`src/rtl/lsu_mem_ctrl.sv`:
```
// Load/store controller in front of the 32x32 DataMem.
// Handles lane extract/extend on loads and read-modify-write sub-word stores.
module lsu_mem_ctrl #(
    parameter int ADDR_W = 7,
    parameter int DATA_W = 32
) (
    input  logic              clk,
    input  logic              rst_n,
    input  logic              req_valid,
    output logic              req_ready,
    input  logic              req_we,
    input  logic [1:0]        req_size,
    input  logic              req_unsigned,
    input  logic [ADDR_W-1:0] req_addr,
    input  logic [DATA_W-1:0] req_wdata,
    output logic              rsp_valid,
    input  logic              rsp_ready,
    output logic [DATA_W-1:0] rsp_rdata,
    output logic              rsp_err,
    output logic              mem_we,
    output logic [ADDR_W-3:0] mem_addr,
    output logic [DATA_W-1:0] mem_datain,
    input  logic [DATA_W-1:0] mem_dataout
);
    typedef enum logic [1:0] {IDLE, ACCESS, WRITE, RESP} state_t;

    state_t            state_q, state_d;
    logic              we_q, we_d;
    logic [1:0]        size_q, size_d;
    logic              uns_q, uns_d;
    logic [1:0]        lane_q, lane_d;
    logic [DATA_W-1:0] wdata_q, wdata_d;
    logic [ADDR_W-3:0] mem_addr_q, mem_addr_d;
    logic [DATA_W-1:0] merge_q, merge_d;
    logic [DATA_W-1:0] rdata_q, rdata_d;
    logic              err_q, err_d;

    logic              bad;
    logic              word_st;
    logic [4:0]        sh_amt;
    logic [DATA_W-1:0] sh_data;
    logic [DATA_W-1:0] ld_val;
    logic [DATA_W-1:0] mask;
    logic [DATA_W-1:0] ins;

    assign bad = (req_size == 2'b11)
               | ((req_size == 2'b01) & req_addr[0])
               | ((req_size == 2'b10) & (|req_addr[1:0]));
    assign word_st = we_q & (size_q == 2'b10);
    assign sh_amt  = {lane_q, 3'b000};
    assign sh_data = mem_dataout >> sh_amt;

    always_comb begin
        ld_val = mem_dataout;
        mask   = '1;
        ins    = wdata_q;
        unique case (size_q)
            2'b00: begin
                ld_val = uns_q ? {24'b0, sh_data[7:0]}
                               : {{24{sh_data[7]}}, sh_data[7:0]};
                mask   = 32'h0000_00FF << sh_amt;
                ins    = (wdata_q & 32'h0000_00FF) << sh_amt;
            end
            2'b01: begin
                ld_val = uns_q ? {16'b0, sh_data[15:0]}
                               : {{16{sh_data[15]}}, sh_data[15:0]};
                mask   = 32'h0000_FFFF << sh_amt;
                ins    = (wdata_q & 32'h0000_FFFF) << sh_amt;
            end
            default: begin
                ld_val = mem_dataout;
                mask   = '1;
                ins    = wdata_q;
            end
        endcase
    end

    always_ff @(posedge clk or negedge rst_n) begin
        if (!rst_n) begin
            state_q    <= IDLE;
            we_q       <= 1'b0;
            size_q     <= 2'b00;
            uns_q      <= 1'b0;
            lane_q     <= 2'b00;
            wdata_q    <= '0;
            mem_addr_q <= '0;
            merge_q    <= '0;
            rdata_q    <= '0;
            err_q      <= 1'b0;
        end else begin
            state_q    <= state_d;
            we_q       <= we_d;
            size_q     <= size_d;
            uns_q      <= uns_d;
            lane_q     <= lane_d;
            wdata_q    <= wdata_d;
            mem_addr_q <= mem_addr_d;
            merge_q    <= merge_d;
            rdata_q    <= rdata_d;
            err_q      <= err_d;
        end
    end

    always_comb begin
        state_d = state_q;
        unique case (state_q)
            IDLE:    if (req_valid) state_d = bad ? RESP : ACCESS;
            ACCESS:  state_d = (we_q && !word_st) ? WRITE : RESP;
            WRITE:   state_d = RESP;
            RESP:    if (rsp_ready) state_d = IDLE;
            default: state_d = IDLE;
        endcase
    end

    // Request fields and response data only move at the IDLE accept edge,
    // the ACCESS read cycle and the RESP handshake.
    always_comb begin
        we_d       = we_q;
        size_d     = size_q;
        uns_d      = uns_q;
        lane_d     = lane_q;
        wdata_d    = wdata_q;
        mem_addr_d = mem_addr_q;
        merge_d    = merge_q;
        rdata_d    = rdata_q;
        err_d      = err_q;
        unique case (state_q)
            IDLE: begin
                if (req_valid) begin
                    we_d    = req_we;
                    size_d  = req_size;
                    uns_d   = req_unsigned;
                    lane_d  = req_addr[1:0];
                    wdata_d = req_wdata;
                    rdata_d = '0;
                    err_d   = bad;
                    if (!bad) mem_addr_d = req_addr[ADDR_W-1:2];
                end
            end
            ACCESS: begin
                if (!we_q) rdata_d = ld_val;
                else merge_d = (mem_dataout & ~mask) | (ins & mask);
            end
            RESP: begin
                if (rsp_ready) begin
                    rdata_d = '0;
                    err_d   = 1'b0;
                end
            end
            default: ;
        endcase
    end

    always_comb begin
        req_ready  = (state_q == IDLE);
        rsp_valid  = (state_q == RESP);
        rsp_rdata  = rdata_q;
        rsp_err    = err_q;
        mem_addr   = mem_addr_q;
        mem_we     = 1'b0;
        mem_datain = '0;
        if (state_q == ACCESS && word_st) begin
            mem_we     = 1'b1;
            mem_datain = wdata_q;
        end else if (state_q == WRITE) begin
            mem_we     = 1'b1;
            mem_datain = merge_q;
        end
    end
endmodule
```
`config.mk`:
```
export PLATFORM = sky130hd
export DESIGN_NAME = lsu_mem_ctrl
export DESIGN_NICKNAME = d
export VERILOG_FILES = /design/src/rtl/lsu_mem_ctrl.sv
export SDC_FILE = /design/constraint.sdc
export NUM_CORES = 1
export LEC_CHECK = 0
export ABC_AREA = 1
export CAP_MARGIN = 30
export CORE_MARGIN = 5
export CORE_UTILIZATION = 55
export DETAILED_ROUTE_END_ITERATION = 10
export PLACE_DENSITY_LB_ADDON = 0.3
export SLEW_MARGIN = 10
export SYNTH_ARGS = -nofsm -noshare
export SYNTH_HDL_FRONTEND = slang
export SYNTH_SLANG_ARGS = --single-unit
```
`constraint.sdc`:
```
create_clock -name clk -period 3.4 [get_ports clk]
set_input_delay 0.34 -clock clk [delete_from_list [all_inputs] [get_ports clk]]
set_output_delay 0.34 -clock clk [all_outputs]
set_load 0.01 [all_outputs]
```
# Word level (Yosys, flattened, before mapping)
# Cells that the tools add are included.
totals:
  regBits: 110
  latch_bits: 0
  ramBits: 0
  rom_bits: 0
  input_bits: 79
  output_inout_bits: 73
  word_cells: 71
  memories: 0
classes:
  add_sub_neg: 0
  mul: 0
  div_mod_pow: 0
  n_lt_le_gt_ge: 0
  n_eq_ne: 11
  shifts: 5
  n_mux: 21
  bitwise_logic: 10
  n_reduce_logical: 14
op_table:
  columns: ["operator", "count"]
  rows:
  - ["32-bit two-way mux", 7]
  - ["32-bit case mux with 2 select lines", 3]
  - ["32-bit case mux with 3 select lines", 1]
  - ["32-bit bitwise AND", 2]
  - ["32-bit NOT", 1]
  - ["32-bit bitwise OR", 1]
  - ["16-bit by 5-bit left shift with 32-bit output", 1]
  - ["16-bit by 5-bit left shift with 32-bit output, first input constant", 1]
  - ["8-bit by 5-bit left shift with 32-bit output", 1]
  - ["8-bit by 5-bit left shift with 32-bit output, first input constant", 1]
  - ["32-bit by 5-bit >> shifter with 16-bit output", 1]
  - ["2-bit == test, second input constant", 5]
  - ["2-bit case mux with 4 select lines", 1]
  - ["2-bit by 1-bit == test with 1-bit output, second input constant", 3]
  - ["2-bit two-way mux", 3]
  - ["2-bit AND reduction", 3]
  - ["3-bit AND reduction", 2]
  - ["1-bit two-way mux", 5]
  - ["2-bit logical NOT", 2]
  - ["2-bit inequality test, second input constant", 2]
  - ["4-bit AND reduction", 1]
  - ["1-bit bitwise AND", 3]
  - ["3-bit nonzero test", 1]
  - ["1-bit logical AND", 2]
  - ["other kinds (7)", 8]

# Logic depth before layout (Yosys ltp)
# Gate-level depths: netlist of run 1.
depth:
  word_depth: 7
  mapped_depth: 10
  depth_no_buf: 9

# Worst setup path after synthesis of run 1
# OpenSTA, ideal clock, no wires.
synth_timing:
  path_kind: "reg2out"
  from: "register state_q[1]"
  to: "output mem_datain[22]"
  t_arrival_ns: 1.574
  required_ns: 3.060
  slack_ns: 1.486
  path_stages_with_launch: 9
  n_path_buf: 2
  cell_sequence: "dfrtp_1 -> inv_1 -> ha_1 -> nand2_1 -> inv_2 -> nand3_1 -> buf_2 -> buf_1 -> a21oi_1"
synth_between:
  elab_chain_len: 3
  elab_cells_between_ends: 5
  cone_classes: "2 x eq/ne; 2 x mux; 1 x reduce/logical"
synth_rtl:
  columns: ["element", "line", "text"]
  rows:
  - ["start: declaration", "27", "state_t state_q, state_d;"]
  - ["start signal: assignment", "91", "state_q <= state_d;"]
  - ["2-bit == test / 2-bit by 1-bit == test with 1-bit output (equally long branches)", "165, 162", null]
  - ["32-bit two-way mux / 1-bit logical AND (equally long branches)", "165, 162", null]
  - ["32-bit two-way mux *", "162", "if (state_q == ACCESS && word_st) begin"]
  - ["end: declaration", "22", "output logic [DATA_W-1:0] mem_datain,"]
# Mark *: on every way between the ends. The rest lies on a longest branch, timed or not.

# Worst setup path in the final report of run 1
layout_timing:
  from: "register state_q[1]"
  to: "output mem_datain[27]"
# Same word-level chain as after synthesis.

==> results of run 1 <==
## layout make-up
class                      instances  area, um2  area share
clock inverter                     6       83.8     0.00993
inverter                          97        367      0.0434
timing repair buffer             166       1640       0.195
tap                              143        179      0.0212
multi-input combinational        727       3180       0.377
clock buffer                      10        239      0.0283
sequential                       110       2750       0.326
## final timing paths
path / start / endpoint / cells past startpoint
setup / recovery: state_q[1]$_DFFE_PN0P_ / mem_datain[27] / 8
hold / removal: rsp_rdata[20]$_DFFE_PN0P_ / rsp_rdata[20]$_DFFE_PN0P_ / 2
setup reg to reg: state_q[1]$_DFFE_PN0P_ / rsp_rdata[29]$_DFFE_PN0P_ / 10
hold reg to reg: rsp_rdata[20]$_DFFE_PN0P_ / rsp_rdata[20]$_DFFE_PN0P_ / 2
max in group asynchronous: rst_n / rsp_rdata[28]$_DFFE_PN0P_ / 3
min in group asynchronous: rst_n / merge_q[21]$_DFFE_PN0P_ / 2
## cells by family after synthesis
logic type,synth area share
and+or+nand+nor,0.348
adders and majority gates,0.0115
buffers and inverters,0.0970
AOI/OAI and AO/OA,0.124
DFF,0.420
## synthesized netlist by cell type (2+ instances only)
| library cell | instances |
|---|---|
| nand2_1 | 432 |
| buf_2 | 20 |
| clkbuf_1 | 18 |
| buf_1 | 3 |
| ha_1 | 6 |
| o21ai_1 | 13 |
| nand2_2 | 3 |
| o21ai_0 | 80 |
| dfrtp_1 | 110 |
| nor2_4 | 3 |
| buf_6 | 6 |
| buf_4 | 3 |
| inv_1 | 93 |
| inv_2 | 2 |
| nand2_4 | 3 |
| nand3_1 | 45 |
| nor3_1 | 2 |
| nor2_1 | 79 |
| o21ai_2 | 3 |
| a21oi_1 | 44 |
| o211ai_1 | 8 |
## worst max-delay path, cell delays in order (launching register included)
cell,delay (ns)
dfrtp_1,0.42
inv_1,0.15
ha_1,0.21
nand2_1,0.09
inv_2,0.22
nand3_4,0.24
buf_4,0.30
a21oi_1,0.16
clkdlybuf4s50_1,0.55
## repair_timing
| item | in CTS | in global routing |
|---|---|---|
| hold buffers | 1 | 0 |
| setup buffers | 0 | 0 |
| gates resized for setup | 0 | 1 |
| endpoints found under the setup margin | 0 | 7 |
| hold endpoints to repair | 40 | 0 |
## cell usage in the layout, fill, tap and decap left out, types with 9 or more instances in the layout
cell type / netlist / final
nand2_1: 432 / 432
buf_4: 3 / 14
clkbuf_16: 0 / 9
nand3_1: 45 / 44
o21ai_1: 13 / 13
dfrtp_1: 110 / 110
inv_1: 93 / 93
o21ai_0: 80 / 80
clkdlybuf4s50_1: 0 / 150
a21oi_1: 44 / 44
nor2_1: 79 / 79
## power breakdown
part / internal [W] / leakage (nW) / total (W) / switching (W)
sequential: 0.00190 / 1.40 / 0.00238 / 0.000478
combinational: 0.00166 / 2.86 / 0.00425 / 0.00259
clock: 0.000665 / 0.163 / 0.00116 / 0.000499
## flip-flops by register name, indices dropped and copies added (netlist names)
signal and count:
rsp_rdata 32, merge_q 32, rsp_err 1, we_q 1
lane_q 2, size_q 2, mem_addr 5, uns_q 1
wdata_q 32, state_q 2
## routing by layer
metal	vias to the layer above	GRT usage	wire (um)
li1	3294	-	-
met1	3039	0.352	8070
met2	300	0.442	9160
met3	43	0.0763	1740
met4	0	0.0905	496
met5	-	0	0
## metrics by stage
stage               std cells  setup slack, ns  cell area [um2]   util
global placement         1241            0.725             8080  0.698
CTS                      1258            0.209             8410  0.727
finish                   1259            0.325             8440  0.730
global route             1259           0.0848             8440  0.730
floorplan                 984             1.49             6560      -
detailed placement       1241            0.612             8080  0.698
==> impl_metrics.json, run 1 <==
{
  "fin_setup_tns_ns": 0,
  "finClkSkew_ns": 0.00939,
  "die_w_um": 119,
  "antenna_found_initial": 0,
  "synth_cell_types": 29,
  "max_freq_ghz": 0.325,
  "crit_fanout": 28,
  "ys_seq_area_frac": 0.420,
  "grt_pass1_wl_mm": 30.9,
  "grtUsageTotal": 0.272,
  "crit_arrival_ns": 2.74,
  "p_total_w": 0.00779,
  "drtIter0Drc": 693,
  "cts_buffers": 9,
  "slew_headroom": 0.541,
  "crit_type": "reg2out",
  "worstHoldPathType": "reg2reg",
  "nets": 1196,
  "synth_warnings": 0,
  "cts_tree": "yes",
  "clk_latency_ns": 0.36,
  "synthesis.area_um2": 6560,
  "drv_cap": 0,
  "powerDensity_nw_per_um2": 923,
  "synth_top_cell_by_area": "dfrtp_1",
  "drive_gt1_frac": 0.0466,
  "end_kind": "primary output",
  "final_hold_viol_count": 0,
  "routed_wl_mm": 19.5,
  "synth_seq_cells": 110,
  "clk_pin_slew_ns": 0.07,
  "peakVddDrop_uv": 527,
  "synth-edff-count": 0,
  "syn_area_per_cell_um2": 6.66,
  "cts_root_buffer": "clkbuf_16",
  "rrSetupSlack_ns": 0.90,
  "drc": 0,
  "tightestPinTransition_ns": 0.688,
  "grt_max_degree": 50,
  "place.port_buffers": 151,
  "syn_inst": 984,
  "period_needed_ns": 3.08,
  "n_antenna_cell": 0,
  "coreArea_um2": 11600,
  "avgRoutedWirePerCell_um": 15.5,
  "whs_ns": 0.482,
  "grt_overflow": 0,
  "cts_htree_levels": 3,
  "rsz0062_at_grt": "no",
  "pin_count": 152,
  "status": "finished clean",
  "dp_hpwl_mm": 14.0,
  "drt_pass1_iterations": 5,
  "nFillCells": 945,
  "ant_nets": 0,
  "ys.flop_type": "dfrtp_1",
  "setup_viol": 0,
  "syn_nets": 1069,
  "drv_slew": 0,
  "finalCritPeriodShare": 0.905,
  "synthTopCellsByArea": "dfrtp_1 42%, nand2_1 25%, o21ai_0 6.1%, inv_1 5.3%, nor2_1 4.5%",
  "gp_congestion": 0.928,
  "rows": 39,
  "synth.top_cell.area_share": 0.420,
  "cts_buffer_depth": 2,
  "dieArea_um2": 14200,
  "async_flop_share": 1.00,
  "required_ns": 3.06,
  "syn2layout_area_growth_pct": 28.8,
  "grt_pass1_vias": 6282,
  "cts_sinks": 110,
  "die_y_um": 119,
  "via_count": 6676,
  "start_kind": "flop",
  "start_util": 0.567,
  "via_per_inst": 5.30,
  "p_leak_nw": 4.42
}
Power figures use the tool's default switching activity.
==> inputs of run 2 (changes only) <==
- MAX_ROUTING_LAYER: not set -> met4
==> run 2 against run 1 <==
  * Power fell by 2.0%
  * Cell count did not move
  * Largest cell class unchanged
  * Clock power fell by 13%
  * Sequential share of layout area rose by 0.097 points
  * Fmax fell by 3.0%
  * Non-clock buffer count did not move
  * Count of clock-buffer cells in the layout rose by 1
  * Largest power group unchanged
  * Critical path type unchanged
==> impl_metrics.json, run 2 (synthesized netlist as in run 1, its figures left out) <==
{
  "die_w_um": 119,
  "max_freq_ghz": 0.315,
  "start_util": 0.567,
  "drv_cap": 0,
  "period_needed_ns": 3.17,
  "via_count": 6753,
  "avgRoutedWirePerCell_um": 15.4,
  "rsz0062_at_grt": "no",
  "final_hold_viol_count": 0,
  "crit_type": "reg2out",
  "grt_pass1_wl_mm": 31.5,
  "start_kind": "flop",
  "drt_pass1_iterations": 5,
  "cts_buffer_depth": 2,
  "worstHoldPathType": "reg2reg",
  "drv_slew": 0,
  "dieArea_um2": 14200,
  "tightestPinTransition_ns": 0.657,
  "ant_nets": 0,
  "powerDensity_nw_per_um2": 907,
  "cts_htree_levels": 3,
  "grt_max_degree": 50,
  "slew_headroom": 0.562,
  "grt_pass1_vias": 6438,
  "mostFrequentLayoutCell": "nand2_1",
  "finalCritPeriodShare": 0.933,
  "finClkSkew_ns": 0.00900,
  "end_kind": "primary output",
  "via_per_inst": 5.36,
  "whs_ns": 0.479,
  "crit_fanout": 22,
  "dp_hpwl_mm": 14.1,
  "rows": 39,
  "die_y_um": 119,
  "p_total_w": 0.00764,
  "drtIter0Drc": 758,
  "mostFrequentLayoutCells": "432 x nand2_1, 150 x clkdlybuf4s50_1, 110 x dfrtp_1, 93 x inv_1, 80 x o21ai_0",
  "coreArea_um2": 11600,
  "grtUsageTotal": 0.281,
  "clk_pin_slew_ns": 0.07,
  "cts_sinks": 110,
  "crit_arrival_ns": 2.83,
  "fin_setup_tns_ns": 0,
  "cts_root_buffer": "clkbuf_16",
  "status": "finished clean",
  "required_ns": 3.06,
  "clk_latency_ns": 0.36,
  "nets": 1196,
  "cts_buffers": 9,
  "rrSetupSlack_ns": 0.91,
  "peakVddDrop_uv": 444,
  "syn2layout_area_growth_pct": 28.4,
  "pin_count": 152,
  "drc": 0,
  "n_antenna_cell": 0,
  "p_leak_nw": 4.40,
  "drive_gt1_frac": 0.0457,
  "routed_wl_mm": 19.4,
  "setup_viol": 0,
  "gp_congestion": 0.933,
  "place.port_buffers": 151,
  "grt_overflow": 0,
  "antenna_found_initial": 0,
  "cts_tree": "yes",
  "post_cts_buffers": 0
}
[run 2: critical path, stage by stage, from the launching register on]
cell	delay, ns
dfrtp_1	0.42
inv_1	0.15
ha_1	0.22
nand2_1	0.10
inv_2	0.22
nand3_4	0.26
buf_4	0.29
o21ai_0	0.21
clkdlybuf4s50_1	0.60
[run 2: metrics by stage]
stage,setup WS [ns],area (um2),cells,utilization
global placement,0.657,8070,1240,0.698
floorplan,1.49,6560,984,-
finish,0.228,8420,1259,0.728
global route,0.0694,8420,1259,0.728
detailed placement,0.507,8100,1241,0.700
CTS,0.107,8380,1258,0.725
[run 2: what timing repair did]
action,CTS,global route
gates resized for setup,0,1
hold buffers,1,0
hold endpoints to repair,7,0
setup endpoints to repair,0,22
[run 2: layer usage]
layer  track usage  wire length (um)  part of all wire
met1         0.375              8420              0.43
met2         0.438              8980              0.46
met3        0.0374              1420             0.073
met4         0.106               596             0.031
met5             -                 0                 0
[run 2: cell type report]
cell class | instances | area (um2)
clock buffer | 11 | 243
clock inverter | 5 | 35.0
fill | 988 | 3150
inverter | 97 | 367
multi-input combinational | 727 | 3180
sequential | 110 | 2750
tap | 143 | 179
timing repair buffer | 166 | 1660
[run 2: path summary, 6_finish.rpt]
path / start / cells past startpoint / to
setup / recovery: state_q[1]$_DFFE_PN0P_ / 8 / mem_datain[15]
hold / removal: rsp_rdata[31]$_DFFE_PN0P_ / 2 / rsp_rdata[31]$_DFFE_PN0P_
setup reg to reg: state_q[1]$_DFFE_PN0P_ / 10 / rsp_rdata[30]$_DFFE_PN0P_
hold reg to reg: rsp_rdata[31]$_DFFE_PN0P_ / 2 / rsp_rdata[31]$_DFFE_PN0P_
max in group asynchronous: rst_n / 4 / mem_addr[4]$_DFFE_PN0P_
min in group asynchronous: rst_n / 2 / wdata_q[25]$_DFFE_PN0P_
[run 2: power by group]
| group | switching (W) | internal [W] | total (W) | leakage [nW] |
|---|---|---|---|---|
| Sequential | 0.000476 | 0.00190 | 0.00238 | 1.40 |
| Combinational | 0.00259 | 0.00166 | 0.00425 | 2.87 |
| Clock | 0.000495 | 0.000518 | 0.00101 | 0.135 |
==> inputs of run 3 (changes only) <==
- ABC_CLOCK_PERIOD_IN_PS: not set -> 3400
==> results of run 3 <==
The final DEF is identical to that of run 2; final timing and power are the same.
